===== config.mk =====
export PLATFORM = sky130hd
export DESIGN_NAME = reg8_wr_arbiter
export DESIGN_NICKNAME = d
export VERILOG_FILES = /design/src/rtl/reg_ctl_pkg.sv /design/src/rtl/rr_pick.sv /design/src/rtl/reg8_wr_arbiter.sv
export SDC_FILE = /design/constraint.sdc
export NUM_CORES = 1
export LEC_CHECK = 0
export ABC_CLOCK_PERIOD_IN_PS = 1850
export CORE_ASPECT_RATIO = 0.6
export CORE_MARGIN = 2
export CORE_UTILIZATION = 38
export CTS_CLUSTER_SIZE = 8
export DETAILED_ROUTE_END_ITERATION = 6
export PLACE_DENSITY_LB_ADDON = 0.05
export REMOVE_ABC_BUFFERS = 1
export SETUP_SLACK_MARGIN = 0.05
export SKIP_LAST_GASP = 1
export SYNTH_ARGS = -nofsm -noshare
export SYNTH_HDL_FRONTEND = slang
export SYNTH_SLANG_ARGS = --single-unit

===== constraint.sdc =====
create_clock -name CLK -period 1.85 [get_ports CLK]
set_input_delay 0.185 -clock CLK [delete_from_list [all_inputs] [get_ports CLK]]
set_output_delay 0.185 -clock CLK [all_outputs]
set_load 0.05 [all_outputs]

===== src/rtl/reg_ctl_pkg.sv =====
// Shared types and helpers for the reg8 write arbiter: FSM state encoding,
// default sizes and a one-hot to index converter.
package reg_ctl_pkg;

   typedef enum logic [1:0] {
      IDLE  = 2'd0,
      GRANT = 2'd1,
      WRITE = 2'd2,
      ACKS  = 2'd3
   } state_t;

   localparam int NREQ_DEF = 4;
   localparam int W_DEF    = 8;

   // Sized for the largest supported requester count; callers zero-pad.
   function automatic logic [2:0] onehot2idx(input logic [7:0] oh);
      logic [2:0] idx;
      idx = '0;
      for (int i = 0; i < 8; i++) begin
         if (oh[i]) idx = 3'(i);
      end
      return idx;
   endfunction

endpackage


===== src/rtl/rr_pick.sv =====
// Combinational winner selection for the write arbiter. Round-robin from ptr by
// default; defining ARB_FIXED_PRIO_EN switches to lowest-index-wins.
module rr_pick
   import reg_ctl_pkg::*;
#(
   parameter int NREQ = NREQ_DEF,
   localparam int PW = $clog2(NREQ)
) (
   input  logic [NREQ-1:0] req,
   input  logic [PW-1:0]   ptr,
   output logic [NREQ-1:0] winner,
   output logic            valid
);

`ifdef ARB_FIXED_PRIO_EN
   logic unused_ptr;
   assign unused_ptr = ^ptr;

   always_comb begin
      winner = '0;
      for (int i = NREQ - 1; i >= 0; i--) begin
         if (req[i]) begin
            winner    = '0;
            winner[i] = 1'b1;
         end
      end
   end
`else
   logic [NREQ-1:0] rot_req;
   logic [NREQ-1:0] rot_win;
   logic [NREQ-1:0] unused_rot_hi;
   logic [NREQ-1:0] unused_win_lo;

   // Rotate so ptr sits at bit 0, take the lowest set bit, then rotate back.
   always_comb begin
      {unused_rot_hi, rot_req} = {req, req} >> ptr;
      rot_win = '0;
      for (int i = NREQ - 1; i >= 0; i--) begin
         if (rot_req[i]) begin
            rot_win    = '0;
            rot_win[i] = 1'b1;
         end
      end
      {winner, unused_win_lo} = {rot_win, rot_win} << ptr;
   end
`endif

   assign valid = |req;

endmodule


===== src/rtl/reg8_wr_arbiter.sv =====
// Shares one W-bit register between NREQ requesters: grant, capture, one-cycle
// write strobe, then ACK. ARB_FIXED_PRIO_EN selects fixed priority instead of round-robin.
module reg8_wr_arbiter
   import reg_ctl_pkg::*;
#(
   parameter int NREQ = NREQ_DEF,
   parameter int W    = W_DEF
) (
   input  logic              CLK,
   input  logic              CLR,
   input  logic [NREQ-1:0]   REQ,
   input  logic [NREQ*W-1:0] DIN,
   output logic [NREQ-1:0]   GNT,
   output logic [NREQ-1:0]   ACK,
   output logic [W-1:0]      REG_D,
   output logic              REG_WE,
   output logic              BUSY
);

   localparam int PW = $clog2(NREQ);

   state_t          state;
   state_t          state_nxt;
   logic [PW-1:0]   ptr;
   logic [PW-1:0]   ptr_nxt;
   logic [NREQ-1:0] winner;
   logic            valid;
   logic [NREQ-1:0] gnt_nxt;
   logic [NREQ-1:0] ack_nxt;
   logic            we_nxt;
   logic [W-1:0]    d_nxt;
   logic [W-1:0]    din_sel;

   rr_pick #(.NREQ(NREQ)) u_pick (
      .req    (REQ),
      .ptr    (ptr),
      .winner (winner),
      .valid  (valid)
   );

   always_ff @(posedge CLK) begin
      if (CLR) state <= IDLE;
      else     state <= state_nxt;
   end

   always_comb begin
      state_nxt = state;
      case (state)
         IDLE:    if (valid) state_nxt = GRANT;
         GRANT:   state_nxt = WRITE;
         WRITE:   state_nxt = ACKS;
         ACKS:    state_nxt = IDLE;
         default: state_nxt = IDLE;
      endcase
   end

   always_comb begin
      din_sel = '0;
      for (int i = 0; i < NREQ; i++) begin
         if (winner[i]) din_sel = din_sel | DIN[i*W +: W];
      end
   end

`ifndef ARB_FIXED_PRIO_EN
   logic [7:0] gnt_wide;
   logic [2:0] gnt_idx;

   always_comb begin
      gnt_wide           = '0;
      gnt_wide[NREQ-1:0] = GNT;
      gnt_idx            = onehot2idx(gnt_wide);
   end
`endif

   // Next values for the registered outputs; GNT stays up from GRANT through ACKS.
   always_comb begin
      gnt_nxt = GNT;
      ack_nxt = '0;
      we_nxt  = 1'b0;
      d_nxt   = REG_D;
      ptr_nxt = ptr;
      case (state)
         IDLE: begin
            gnt_nxt = '0;
            if (valid) begin
               gnt_nxt = winner;
               d_nxt   = din_sel;
            end
         end
         GRANT: we_nxt  = 1'b1;
         WRITE: ack_nxt = GNT;
         ACKS: begin
            gnt_nxt = '0;
`ifdef ARB_FIXED_PRIO_EN
            ptr_nxt = '0;
`else
            if (gnt_idx == 3'(NREQ - 1)) ptr_nxt = '0;
            else                         ptr_nxt = PW'(gnt_idx + 3'd1);
`endif
         end
         default: gnt_nxt = '0;
      endcase
   end

   always_ff @(posedge CLK) begin
      if (CLR) begin
         GNT    <= '0;
         ACK    <= '0;
         REG_D  <= '0;
         REG_WE <= 1'b0;
         ptr    <= '0;
      end else begin
         GNT    <= gnt_nxt;
         ACK    <= ack_nxt;
         REG_D  <= d_nxt;
         REG_WE <= we_nxt;
         ptr    <= ptr_nxt;
      end
   end

   assign BUSY = (state != IDLE);

endmodule


==> flow_summary.yaml <==
synth:
  synth_common_cells: "dfxtp_1 (21), nor2_1 (21), a311oi_1 (9), nand3_1 (9), a222oi_1 (8)"
  syn_area_per_cell_sq_um: 9.11
  synth-edff-count: 0
  synth_cells: 114
  synthTopCellsByArea: "dfxtp_1 (40%), a222oi_1 (7.7%), a311oi_1 (7.6%)"
  yosys.area.top_type: "dfxtp_1"
  yosysUniqueCellTypes: 27
  yosys_warnings: 0
  synth_top_area_share: 0.405
  seq_area_frac_synth: 0.405
  synth_flop_cell: "dfxtp_1"
  syn-cell-area_sq_um: 1040
  async_reset_ff_frac: 0
  synth-seq-cells: 21
floorplan:
  io-pin-count: 56
  die-area_sq_um: 3180
  rows: 14
  coreArea_sq_um: 2560
  start_util: 0.406
  die_w_um: 71.5
  die_h_um: 44.5
setup_path:
  arrival_ns: 1.89
  setup.worst_path.start_class: "primary input"
  crit_path_frequent_cell: "buf_4"
  r2r_slack_ns: 0.19
  endpoint: "GNT[2]$_SDFFE_PP0P_"
  r2r_cells: 6
  crit_fanout: 5
  reg2reg_to: "REG_D[1]$_SDFFE_PP0P_"
  reg2reg_from: "state[0]$_SDFFE_PP0P_"
  cpPeakStageDelay_ns: 0.54
  path_cells: "clkdlybuf4s50_1 > buf_4 > nor4_4 > buf_4 > nor3_1 > buf_4 > a22oi_1 > nor2_1"
  startpoint: "REQ[0]"
  path_class: "in -> reg"
  critPathCaptureType: "register"
  cp.required_ns: 2.01
  critical_path.slowest_cell: "clkdlybuf4s50_1"
place:
  place_area_sq_um: 1690
  portBuffers: 55
  place_hpwl_um: 2600
  pre_cts_slack_ns: -0.170
  gp_congestion: 0.788
cells_and_area:
  layout-drive-gt1-share: 0.151
  antennaDiodeCount: 0
  finalInstanceArea_sq_um: 1760
  fill_cells: 210
  layout.nets: 222
  final_util: 0.686
  areaGrowthSynthToFinish_pct: 69.0
detailed_routing:
  wirelength_um: 3270
  drcViolationCount: 1
  drt-wirelength-per-cell_um: 15.5
  num_vias: 1151
  drt-pass1-iter-count: 7
  via_per_inst: 5.45
  ant_nets: 0
  drt_iter0_drc: 97
timing:
  finalCritPeriodShare: 0.938
  worst_slack_ns: 0.115
  slew_headroom: 0.661
  finalHoldViolations: 0
  finClkSkew_ns: 0.00351
  worst_pin_slew_ns: 0.507
  setup_viol: 0
  fmaxAchievable_mhz: 576
  drv_slew: 0
  min_period_ns: 1.73
  rsz0062_at_grt: "no"
grt:
  antenna_found_initial: 0
  gr-total-overflow: 0
  grt_pass1_vias: 1008
  grt_pass1_wl_um: 4900
  grt_max_degree: 17
  track_usage: 0.208
pwr:
  pwr-share-comb: 0.544
  clock_power_share: 0.151
  p_leak_nw: 0.671
  p_int_mw: 1.15
  power_density_nw_per_um2: 1160
  ir_worst_vdd_mv: 0.657
  seq_power_share: 0.306
  sw_frac_of_total: 0.439
  p_switching_mw: 0.897
clock_tree:
  post_cts_buffers: 0
  htree_num_levels: 1
  clk_pin_slew_ns: 0.08
  cts_buffer_depth: 2
  clk_latency_ns: 0.26
  cts-root-buf: "clkbuf_8"
  cts_tree: "done"
  cts_hold_buf: 0
  cts_sinks: 21
  cts_buffers: 3
status:
  failed_checks: "DRC"
  outcome: "complete, but fails checks"
hold_path:
  worst_hold_path_type: "reg -> reg"
flow_run:
  cap_violations: 0
-- registers in the layout, summed over array words and instances, names as in the netlist --
register,count
REG_D,8
ACK,4
GNT,4
ptr,2
state,2
REG_WE,1
-- layout by cell type, fill, tap and decap left out --
cell type        instances
a222oi_1                 8
o22ai_2                  1
clkdlybuf4s50_1         54
o21ai_4                  1
nand3_1                  9
inv_1                    4
a22oi_1                  3
nand2b_1                 1
clkbuf_8                 3
a32oi_1                  1
nor4_4                   1
o221a_2                  2
dfxtp_1                 21
mux2i_1                  2
buf_4                   12
o21ai_2                  1
ha_1                     4
buf_12                   1
inv_2                    1
a21oi_1                  5
nor2_2                   1
clkinv_2                 1
nand2_1                  2
nor3_1                   1
a311oi_1                 9
nor2_4                   1
nor2b_1                  3
a21oi_2                  1
and2_1                   4
nor2_1                  21
-- cells by family (layout without fill, tap and decap cells) --
logic type,Yosys count,after routing,share of synthesized area
AOI/OAI and AO/OA,32,32,0.263
and+or+nand+nor,44,44,0.212
buffers and inverters,11,76,0.0530
adders and majority gates,4,4,0.0482
muxes,2,2,0.0193
DFF,21,21,0.405
-- worst min path at each step --
| stage | cells after the start | endpoint | startpoint |
|---|---|---|---|
| after floorplan | 1 | state[1]$_SDFFE_PP0P_ | CLR |
| after CTS | 2 | REG_D[3]$_SDFFE_PP0P_ | REG_D[3]$_SDFFE_PP0P_ |
| final | 2 | REG_D[7]$_SDFFE_PP0P_ | REG_D[7]$_SDFFE_PP0P_ |
| after global placement | 2 | REG_D[7]$_SDFFE_PP0P_ | REG_D[7]$_SDFFE_PP0P_ |
| after global routing | 1 | ACK[0]$_SDFF_PP0_ | GNT[0]$_SDFFE_PP0P_ |
| after detailed placement | 2 | REG_D[3]$_SDFFE_PP0P_ | REG_D[3]$_SDFFE_PP0P_ |
-- power by group through the flow --
stage          clock [mW]  combinational (mW)  sequential [mW]
2_1_floorplan           0               0.375            0.900
3_3_place_gp            0                1.07            0.629
3_5_place_dp            0                1.09            0.634
4_1_cts             0.309                1.11            0.625
5_1_grt             0.339                1.18            0.638
6_report            0.308                1.11            0.625
-- critical path: cells and delay by family --
kind	cells	cell delay, ns
AOI/OAI and AO/OA	1	0.20
buffers and inverters	4	1.07
and+or+nand+nor	3	0.43
-- layout make-up --
type                            instances  area (sq um)  area share
Timing Repair Buffer                   67           651       0.371
Multi-Input combinational cell         82           579       0.330
Sequential cell                        21           420       0.239
Clock buffer                            3          41.3      0.0235
Tap cell                               32          40.0      0.0228
Inverter                                5          18.8      0.0107
Clock inverter                          1          5.00     0.00285
-- what timing repair did --
item                       4_1_cts  5_1_grt
pin swaps                        0        2
setup endpoints to repair        1        3
gates resized for setup          1        2
-- layer usage --
| metal | vias up | routed length (um) | global-route usage |
|---|---|---|---|
| li1 | 560 | - | - |
| met1 | 544 | 1570 | 0.288 |
| met2 | 43 | 1420 | 0.315 |
| met3 | 4 | 238 | 0.0592 |
| met4 | 0 | 34 | 0.0642 |
| met5 | - | 0 | 0 |
-- through the flow --
step           std cells  power (mW)  setup TNS (ns)  hold slack (ns)
2_1_floorplan        108        1.28               0            0.254
3_3_place_gp         207        1.70          -0.207            0.488
3_5_place_dp         207        1.73          -0.915            0.492
4_1_cts              211        2.04               0            0.503
5_1_grt              211        2.16               0            0.523
6_report             211        2.04               0            0.501
No activity file was read; power rests on OpenSTA's default activity.
